### src/rtl/rl_pair_dispatcher_pkg.sv
// Shared definitions for the pairwise LJ dispatcher: particle word geometry,
// FSM state encoding and the tag bits carried alongside each queued pair.
package rl_pair_dispatcher_pkg;

    localparam int COORDS_PER_WORD = 4;
    localparam int LANE_X   = 0;
    localparam int LANE_Y   = 1;
    localparam int LANE_Z   = 2;
    localparam int LANE_PAD = 3;

    // Pair entry layout: {ref word, nb word, last, end}
    localparam int TAG_END_BIT  = 0;
    localparam int TAG_LAST_BIT = 1;
    localparam int TAG_W        = 2;

    typedef enum logic [2:0] {
        ST_IDLE,
        ST_LOAD_REF,
        ST_STREAM,
        ST_FLUSH,
        ST_DONE
    } disp_state_e;

    function automatic int pword_w(input int dw);
        return COORDS_PER_WORD * dw;
    endfunction

    function automatic int lane_lsb(input int dw, input int lane);
        return lane * dw;
    endfunction

endpackage

### src/rtl/rl_pair_skid_fifo.sv
// Two-entry output queue with fall-through when empty; the occupancy count is
// exported so the issuer can reserve a slot before launching a RAM read.
module rl_pair_skid_fifo #(
    parameter int W = 8
) (
    input  logic         clk,
    input  logic         rst,
    input  logic         wr_valid,
    input  logic [W-1:0] wr_data,
    output logic         rd_valid,
    input  logic         rd_ready,
    output logic [W-1:0] rd_data,
    output logic [1:0]   count
);

    logic [W-1:0] mem_q [2];
    logic [W-1:0] mem_d [2];
    logic         wptr_q, wptr_d;
    logic         rptr_q, rptr_d;
    logic [1:0]   count_q, count_d;
    logic         pop_head;
    logic         store;

    always_comb begin
        rd_valid = (count_q != 2'd0) || wr_valid;
        rd_data  = '0;
        if (count_q != 2'd0) begin
            rd_data = mem_q[rptr_q];
        end else if (wr_valid) begin
            rd_data = wr_data;
        end

        // An arriving word bypasses storage only when the queue is empty and taken now.
        pop_head = rd_ready && (count_q != 2'd0);
        store    = wr_valid && !((count_q == 2'd0) && rd_ready);

        mem_d   = mem_q;
        wptr_d  = wptr_q;
        rptr_d  = rptr_q;
        count_d = count_q;
        if (store) begin
            mem_d[wptr_q] = wr_data;
            wptr_d        = ~wptr_q;
        end
        if (pop_head) begin
            rptr_d = ~rptr_q;
        end
        case ({store, pop_head})
            2'b10:   count_d = count_q + 2'd1;
            2'b01:   count_d = count_q - 2'd1;
            default: count_d = count_q;
        endcase
    end

    always_ff @(posedge clk or posedge rst) begin
        if (rst) begin
            mem_q   <= '{default: '0};
            wptr_q  <= 1'b0;
            rptr_q  <= 1'b0;
            count_q <= 2'd0;
        end else begin
            mem_q   <= mem_d;
            wptr_q  <= wptr_d;
            rptr_q  <= rptr_d;
            count_q <= count_d;
        end
    end

    assign count = count_q;

endmodule

### src/rtl/rl_pair_dispatcher.sv
// Streams every {ref, neighbour} pair from two synchronous-read RAMs into the
// force tile, honouring ready back-pressure and tagging per-ref / job end.
module rl_pair_dispatcher
    import rl_pair_dispatcher_pkg::*;
#(
    parameter int DATA_WIDTH     = 32,
    parameter int REF_ADDR_WIDTH = 8,
    parameter int NB_ADDR_WIDTH  = 10
) (
    input  logic                      clk,
    input  logic                      rst,
    input  logic                      start,
    input  logic [REF_ADDR_WIDTH:0]   ref_count,
    input  logic [NB_ADDR_WIDTH:0]    nb_count,
    output logic [REF_ADDR_WIDTH-1:0] ref_rd_addr,
    output logic                      ref_rd_en,
    input  logic [4*DATA_WIDTH-1:0]   ref_rd_data,
    output logic [NB_ADDR_WIDTH-1:0]  nb_rd_addr,
    output logic                      nb_rd_en,
    input  logic [4*DATA_WIDTH-1:0]   nb_rd_data,
    output logic                      out_valid,
    input  logic                      out_ready,
    output logic [4*DATA_WIDTH-1:0]   out_ref,
    output logic [4*DATA_WIDTH-1:0]   out_neighbor,
    output logic                      out_last,
    output logic                      out_end,
    output logic                      busy,
    output logic                      done
);

    localparam int PW = pword_w(DATA_WIDTH);
    localparam int EW = 2 * PW + TAG_W;
    localparam logic [REF_ADDR_WIDTH:0] REF_ONE = 1;
    localparam logic [NB_ADDR_WIDTH:0]  NB_ONE  = 1;

    disp_state_e              state_q, state_d;
    logic [REF_ADDR_WIDTH:0]  ref_cnt_q, ref_cnt_d;
    logic [REF_ADDR_WIDTH:0]  ref_idx_q, ref_idx_d;
    logic [NB_ADDR_WIDTH:0]   nb_cnt_q, nb_cnt_d;
    logic [NB_ADDR_WIDTH:0]   nb_idx_q, nb_idx_d;
    logic [PW-1:0]            ref_word_q, ref_word_d;
    logic                     ref_pend_q, ref_pend_d;
    logic                     nb_pend_q, nb_pend_d;
    logic                     pend_last_q, pend_last_d;
    logic                     pend_end_q, pend_end_d;

    logic [1:0]               fifo_count;
    logic [EW-1:0]            fifo_wr_data;
    logic [EW-1:0]            fifo_rd_data;
    logic                     fifo_rd_valid;
    logic                     pop;
    logic                     credit_ok;
    logic                     nb_last;
    logic                     ref_last;
    logic [2:0]               remaining;

    assign fifo_wr_data = {ref_word_q, nb_rd_data, pend_last_q, pend_end_q};
    assign pop          = fifo_rd_valid && out_ready;

    always_comb begin
        state_d     = state_q;
        ref_cnt_d   = ref_cnt_q;
        ref_idx_d   = ref_idx_q;
        nb_cnt_d    = nb_cnt_q;
        nb_idx_d    = nb_idx_q;
        ref_pend_d  = 1'b0;
        nb_pend_d   = 1'b0;
        pend_last_d = 1'b0;
        pend_end_d  = 1'b0;
        ref_rd_en   = 1'b0;
        nb_rd_en    = 1'b0;
        ref_rd_addr = ref_idx_q[REF_ADDR_WIDTH-1:0];
        nb_rd_addr  = nb_idx_q[NB_ADDR_WIDTH-1:0];
        ref_word_d  = ref_pend_q ? ref_rd_data : ref_word_q;

        // The in-flight read already owns a slot, so it counts against the two entries.
        credit_ok = ({1'b0, fifo_count} + {2'b00, nb_pend_q}) < 3'd2;
        nb_last   = (nb_idx_q == (nb_cnt_q - NB_ONE));
        ref_last  = ((ref_idx_q + REF_ONE) == ref_cnt_q);
        remaining = {1'b0, fifo_count} + {2'b00, nb_pend_q} - {2'b00, pop};

        case (state_q)
            ST_IDLE: begin
                if (start) begin
                    ref_cnt_d = ref_count;
                    nb_cnt_d  = nb_count;
                    ref_idx_d = '0;
                    nb_idx_d  = '0;
                    state_d   = ((ref_count == '0) || (nb_count == '0)) ? ST_DONE : ST_LOAD_REF;
                end
            end
            ST_LOAD_REF: begin
                ref_rd_en  = 1'b1;
                ref_pend_d = 1'b1;
                state_d    = ST_STREAM;
            end
            ST_STREAM: begin
                if (credit_ok) begin
                    nb_rd_en    = 1'b1;
                    nb_pend_d   = 1'b1;
                    pend_last_d = nb_last;
                    pend_end_d  = nb_last && ref_last;
                    if (nb_last) begin
                        nb_idx_d = '0;
                        if (ref_last) begin
                            state_d = ST_FLUSH;
                        end else begin
                            ref_idx_d = ref_idx_q + REF_ONE;
                            state_d   = ST_LOAD_REF;
                        end
                    end else begin
                        nb_idx_d = nb_idx_q + NB_ONE;
                    end
                end
            end
            ST_FLUSH: begin
                if (remaining == 3'd0) begin
                    state_d = ST_DONE;
                end
            end
            ST_DONE: state_d = ST_IDLE;
            default: state_d = ST_IDLE;
        endcase
    end

    always_ff @(posedge clk or posedge rst) begin
        if (rst) begin
            state_q     <= ST_IDLE;
            ref_cnt_q   <= '0;
            ref_idx_q   <= '0;
            nb_cnt_q    <= '0;
            nb_idx_q    <= '0;
            ref_word_q  <= '0;
            ref_pend_q  <= 1'b0;
            nb_pend_q   <= 1'b0;
            pend_last_q <= 1'b0;
            pend_end_q  <= 1'b0;
        end else begin
            state_q     <= state_d;
            ref_cnt_q   <= ref_cnt_d;
            ref_idx_q   <= ref_idx_d;
            nb_cnt_q    <= nb_cnt_d;
            nb_idx_q    <= nb_idx_d;
            ref_word_q  <= ref_word_d;
            ref_pend_q  <= ref_pend_d;
            nb_pend_q   <= nb_pend_d;
            pend_last_q <= pend_last_d;
            pend_end_q  <= pend_end_d;
        end
    end

    rl_pair_skid_fifo #(
        .W(EW)
    ) u_fifo (
        .clk      (clk),
        .rst      (rst),
        .wr_valid (nb_pend_q),
        .wr_data  (fifo_wr_data),
        .rd_valid (fifo_rd_valid),
        .rd_ready (out_ready),
        .rd_data  (fifo_rd_data),
        .count    (fifo_count)
    );

    assign out_valid    = fifo_rd_valid;
    assign out_ref      = fifo_rd_data[EW-1 -: PW];
    assign out_neighbor = fifo_rd_data[TAG_W +: PW];
    assign out_last     = fifo_rd_data[TAG_LAST_BIT];
    assign out_end      = fifo_rd_data[TAG_END_BIT];
    assign busy         = (state_q != ST_IDLE);
    assign done         = (state_q == ST_DONE);

endmodule
### config.mk
export PLATFORM = sky130hd
export DESIGN_NAME = rl_pair_dispatcher
export DESIGN_NICKNAME = d
export VERILOG_FILES = /design/src/rtl/rl_pair_dispatcher_pkg.sv /design/src/rtl/rl_pair_skid_fifo.sv /design/src/rtl/rl_pair_dispatcher.sv
export SDC_FILE = /design/constraint.sdc
export NUM_CORES = 2
export LEC_CHECK = 0
export ABC_AREA = 0
export CORE_MARGIN = 8
export CORE_UTILIZATION = 35
export DETAILED_ROUTE_END_ITERATION = 8
export PLACE_DENSITY = 0.55
export SYNTH_ARGS = -nofsm -noshare
export SYNTH_HDL_FRONTEND = slang
export SYNTH_SLANG_ARGS = --single-unit
### constraint.sdc
create_clock -name clk -period 29.7 [get_ports clk]
set_input_delay 7.425 -clock clk [delete_from_list [all_inputs] [get_ports clk]]
set_output_delay 7.425 -clock clk [all_outputs]
set_load 0.05 [all_outputs]
== Word-level counts from Yosys, hierarchy flattened ==
Index checks and enable logic that the tools add are counted.

* Bits in writable memories: 0
* Register bits after elaboration: 695
* Bits in latches: 0
* Bits in read-only memories: 0
* Memories kept: 0
* Output and inout bits: 281
* Bits of input ports: 280

* Shift-type cells: 0
* $add $sub $neg: 7
* $lt $le $gt $ge: 4
* Bitwise gates (word level): 4
* Divide/modulo/power cells: 0
* Multipliers: 0
* Reduce and logical (&&, ||, !) cells: 22
* Multiplexer cells: 32
* Eq/ne operators: 13

{| class="wikitable"
|+ Operators by type and width
! operator !! count
|-
| two-way mux 258 bit || 6
|-
| bitwise mux 516 bit || 1
|-
| demux 258 bit (select 1 bit) || 1
|-
| two-way mux 9 bit || 4
|-
| two-way mux 11 bit || 3
|-
| one-hot mux 11 bit (2 select lines) || 1
|-
| one-hot mux 9 bit (2 select lines) || 1
|-
| two-way mux 3 bit || 5
|-
| one-hot mux 3 bit (4 select lines) || 1
|-
| adder 11 x 1 -> 11 bit (second input constant) || 1
|-
| == test 11 bit || 1
|-
| zero test 11 bit || 1
|-
| subtractor 11 x 1 -> 11 bit (second input constant) || 1
|-
| inequality test 2 bit (second input constant) || 5
|-
| adder 9 x 1 -> 9 bit (second input constant) || 1
|-
| == test 9 bit || 1
|-
| zero test 9 bit || 1
|-
| two-way mux 1 bit || 7
|-
| == test 3 x 2 -> 1 bit (second input constant) || 2
|-
| logical AND 1 bit || 6
|-
| zero test 3 bit || 2
|-
| nonzero test 2 bit || 3
|-
| AND reduction 5 bit || 1
|-
| >= comparator 2 bit (second input constant) || 2
|-
| other kinds (21) || 24
|}

== Logic depth before layout (Yosys ltp) ==
* Word-level depth: 7
* Gate-level depth with buffers: 10
* Gate-level depth less buffers: 10

== Cells and area by module ==
From an unflattened synthesis, not the netlist that was laid out.

* Cells, all modules: 2614
* Area, all modules: 32773.9 um^2

{| class="wikitable"
|+ Modules (own cells, without submodules)
! module !! times used !! cells an instance !! area an instance (um^2) !! seq. area each (um^2)
|-
| rl_pair_skid_fifo || 1 || 1997 || 24912.6 || 13012.5
|-
| rl_pair_dispatcher || 1 || 617 || 7861.3 || 4379.2
|}

== Worst setup path after synthesis ==
OpenSTA, ideal clock, no wires.

* Path type: in2out
* From: input port nb_rd_data[10]
* To: output port out_neighbor[10]
* Buffers on the path: 0
* Arrival: 8.006 ns
* Slack: 14.269 ns
* Cell stages on the path: 2
* Cells stage by stage: nand3_1 o21ai_0

* Longest elaborated chain between the ends: 2

{| class="wikitable"
|+ Ends and longest elaborated chain
! what !! line !! source
|-
| start: declaration || rl_pair_dispatcher.sv:20 || <nowiki>input logic [4*DATA_WIDTH-1:0] nb_rd_data,</nowiki>
|-
| two-way mux 258 bit || rl_pair_skid_fifo.sv:29 || <nowiki>end else if (wr_valid) begin</nowiki>
|-
| two-way mux 258 bit || rl_pair_skid_fifo.sv:27 || <nowiki>if (count_q != 2'd0) begin</nowiki>
|-
| end: declaration || rl_pair_dispatcher.sv:24 || <nowiki>output logic [4*DATA_WIDTH-1:0] out_neighbor,</nowiki>
|}

No other way between the ends.

== Final worst setup path ==
* From: input port nb_rd_data[47]
* To: output port out_neighbor[47]

The elaborated chain is that of the path after synthesis.

==> impl_results.md <==
* Status: finished clean
* CP Max Fanout at 3
* Maxcap violations at 0
* Setup bufs post-CTS at 0
* YS warnings at 0
* Post-synth ARST share at 1.00
* RSZ-0062 raised after global routing: false
* Highest clock rate at 60.2 MHz
* DRC at 0
* Seq/Total Area, Yosys at 0.535
* Ports at 561
* Critical path capture point type: output port
* R2r startpoint: nb_pend_q
* Post-cts repair resize count at 0
* Fin nets at 3327
* Number of synthesized flops with an enable pin at 0
* Worst-margin pin slew at 1.24 ns
* Die Y at 321 µm
* Period utilization at 0.560
* Vias in the first global route at 23400
* #FFs+latches synth at 695
* Routed WL at 94300 µm
* Die Wd at 321 µm
* Global Route Usage Sum at 0.177
* Final setup viols at 0
* Crit start category: input port
* Hold Path Class: reg -> reg
* Global-route wire length before repair at 145000 µm
* Worst skew pair latency at 0.63 ns
* Setup slack, reg-to-reg at 24.32 ns
* CTS max path bufs at 3
* Hold Path End: u_fifo.mem_q[321]
* Detail Route Antenna Nets at 0
* Vias at 22500
* Mapped Area at 0.0325 mm²
* WHS at 0.500 ns
* Worst hold path depth at 1
* Most used DFF post-synth: dfrtp_1
* RePlAce Congestion at 0.816
* CP startpoint: nb_rd_data[47]
* CTS buffer count at 82
* Crit path arrival time at 9.19 ns
* Grt total ovfl at 0
* 1st-pass router iterations at 5
* Final HPWL DP at 60600 µm
* Critical path class: in -> out
* Starting Density at 0.354
* R2r worst-path depth at 6
* Initial DRC count at 1253
* Clock-pin slew on the worst setup and hold paths at 0.05 ns
* Syn Inst Count at 2577
* WP data required at 22.27 ns
* Final TNS setup at 0 ns
* Root Driver: clkbuf_16
* DIE AREA at 0.103 mm²
* Wire per inst at 21.6 µm
* Synth-to-Final Area Change at 28.9%
* Fin. Hold Viols at 0
* Mapped Nets at 2865
* Clock skew at 0.0209 ns
* Min cycle time layout at 16.62 ns
* Via/cell ratio at 5.16
* CTS H-tree lvls at 3
* Row count at 111
* Largest net degree at the start of global routing at 244
* Reg2reg end: u_fifo.mem_q[376]
* Final Slew Violations at 0
* Antenna violations before repair at 30
* Hold_sp: u_fifo.mem_q[321]
* CTS Sinks at 695
* PortBufs at 560
* Distinct cell type count after synthesis at 63
* Synthesized area per cell at 12.6 µm²
* CTS tree: done
* Layout cells sized above 1 at 0.270
* Max-Slew Margin vs Limit at 0.171
* Core Box Area at 0.0918 mm²
* Post-cts hold buffer count at 0
-- layout make-up --
class,count,area (µm²)
diodes,16,40.0
clock buffers,128,2480
clock inverters,24,270
fillers,8189,49900
inverters,15,63.8
multi-input cells,1658,14200
flip-flops and latches,695,17400
well taps,1243,1560
repair buffers,587,5850
-- cells in the final DEF (no fill, tap or decap), drive strengths merged, types with 3 or more instances in the layout --
master         Yosys  final
nand3            268    268
xor2              10     10
o211ai             4      4
mux2i            258    258
nand2             25     25
and2               5      5
inv               15     17
diode              0     16
nor3              11     11
bufinv             0      4
ha                 8      8
a211oi             5      5
clkdlybuf4s50      0    560
a22o               5      5
or4                3      3
mux2             662    662
nor2              25     25
o21a               3      3
a21oi              3      3
o21ai            279    279
xnor2             25     25
and3               7      7
clkbuf           168    128
o22a               5      5
nor2b              6      6
nor4               7      7
dfrtp            695    695
clkinv             0     16
or3                3      3
buf               41     27
-- Yosys cell counts (all sizes together) (3+ instances only) --
| cell | instances | share of area |
|---|---|---|
| o211ai | 4 | 0.0011 |
| or3 | 3 | 0.00073 |
| a211oi | 5 | 0.0013 |
| nand2 | 25 | 0.0029 |
| xor2 | 10 | 0.0027 |
| or4 | 3 | 0.00081 |
| nor4 | 7 | 0.0018 |
| dfrtp | 695 | 0.54 |
| and2 | 5 | 0.00096 |
| a22o | 5 | 0.0013 |
| nor2 | 25 | 0.0031 |
| clkbuf | 168 | 0.019 |
| ha | 8 | 0.0031 |
| nor2b | 6 | 0.0012 |
| inv | 15 | 0.0017 |
| o21ai | 279 | 0.043 |
| o21a | 3 | 0.00069 |
| nand3 | 268 | 0.042 |
| and3 | 7 | 0.0013 |
| nor3 | 11 | 0.0017 |
| xnor2 | 25 | 0.0067 |
| mux2 | 662 | 0.23 |
| a21oi | 3 | 0.00046 |
| o22a | 5 | 0.0013 |
| mux2i | 258 | 0.080 |
| buf | 41 | 0.0072 |
-- stage by stage --
step / instance area, µm² / util / instances / worst slack, ns
CTS: 41800 / 0.455 / 4350 / 13.07
floorplan: 32500 / - / 2577 / 2.79
global placement: 39100 / 0.426 / 4198 / 13.10
finish: 41900 / 0.456 / 4366 / 13.08
detailed placement: 39100 / 0.426 / 4198 / 13.07
global route: 41800 / 0.456 / 4358 / 13.06
-- sequential cells by signal, indices dropped and copies added, names as in the netlist --
name,flops
nb_cnt_q,11
nb_idx_q,11
nb_pend_q,1
pend_end_q,1
pend_last_q,1
ref_cnt_q,9
ref_idx_q,9
ref_pend_q,1
ref_word_q,128
state_q,3
u_fifo.count,2
u_fifo.mem_q,516
u_fifo.rptr_q,1
u_fifo.wptr_q,1
-- cell families after synthesis --
| kind of cell | after synthesis | synth area share |
|---|---|---|
| AOI/OAI and AO/OA | 320 | 0.0544 |
| xor gates and xnor gates | 35 | 0.00944 |
| adders and majority gates | 8 | 0.00308 |
| buffers and inverters | 224 | 0.0283 |
| DFF | 695 | 0.535 |
| muxes | 920 | 0.309 |
| and+or+nand+nor | 375 | 0.0603 |
-- worst max-delay path: stages --
cell and delay [ns]:
clkdlybuf4s50_1 0.54, nand3_1 0.08, o21ai_0 0.23, clkdlybuf4s50_1 0.91
-- routing by layer --
metal / global-route usage / vias to the layer above / wire [µm]
met1: 0.221 / 11500 / 40000
met5: 0 / - / 147
met2: 0.282 / 545 / 44600
li1: - / 10300 / -
met3: 0.0628 / 145 / 7160
met4: 0.0623 / 24 / 2430
-- worst max-delay path by stage --
stage	endpoint	slack [ns]	cells after the start
detailed placement	out_neighbor[19]	13.07	4
finish	out_neighbor[47]	13.08	4
global route	out_neighbor[54]	13.06	4
floorplan	nb_cnt_q[0]	2.79	1
global placement	out_neighbor[19]	13.10	4
CTS	out_neighbor[19]	13.07	4
Power is not shown: default switching activity piles up to over one toggle a cycle in this logic, so the estimate is an artifact.
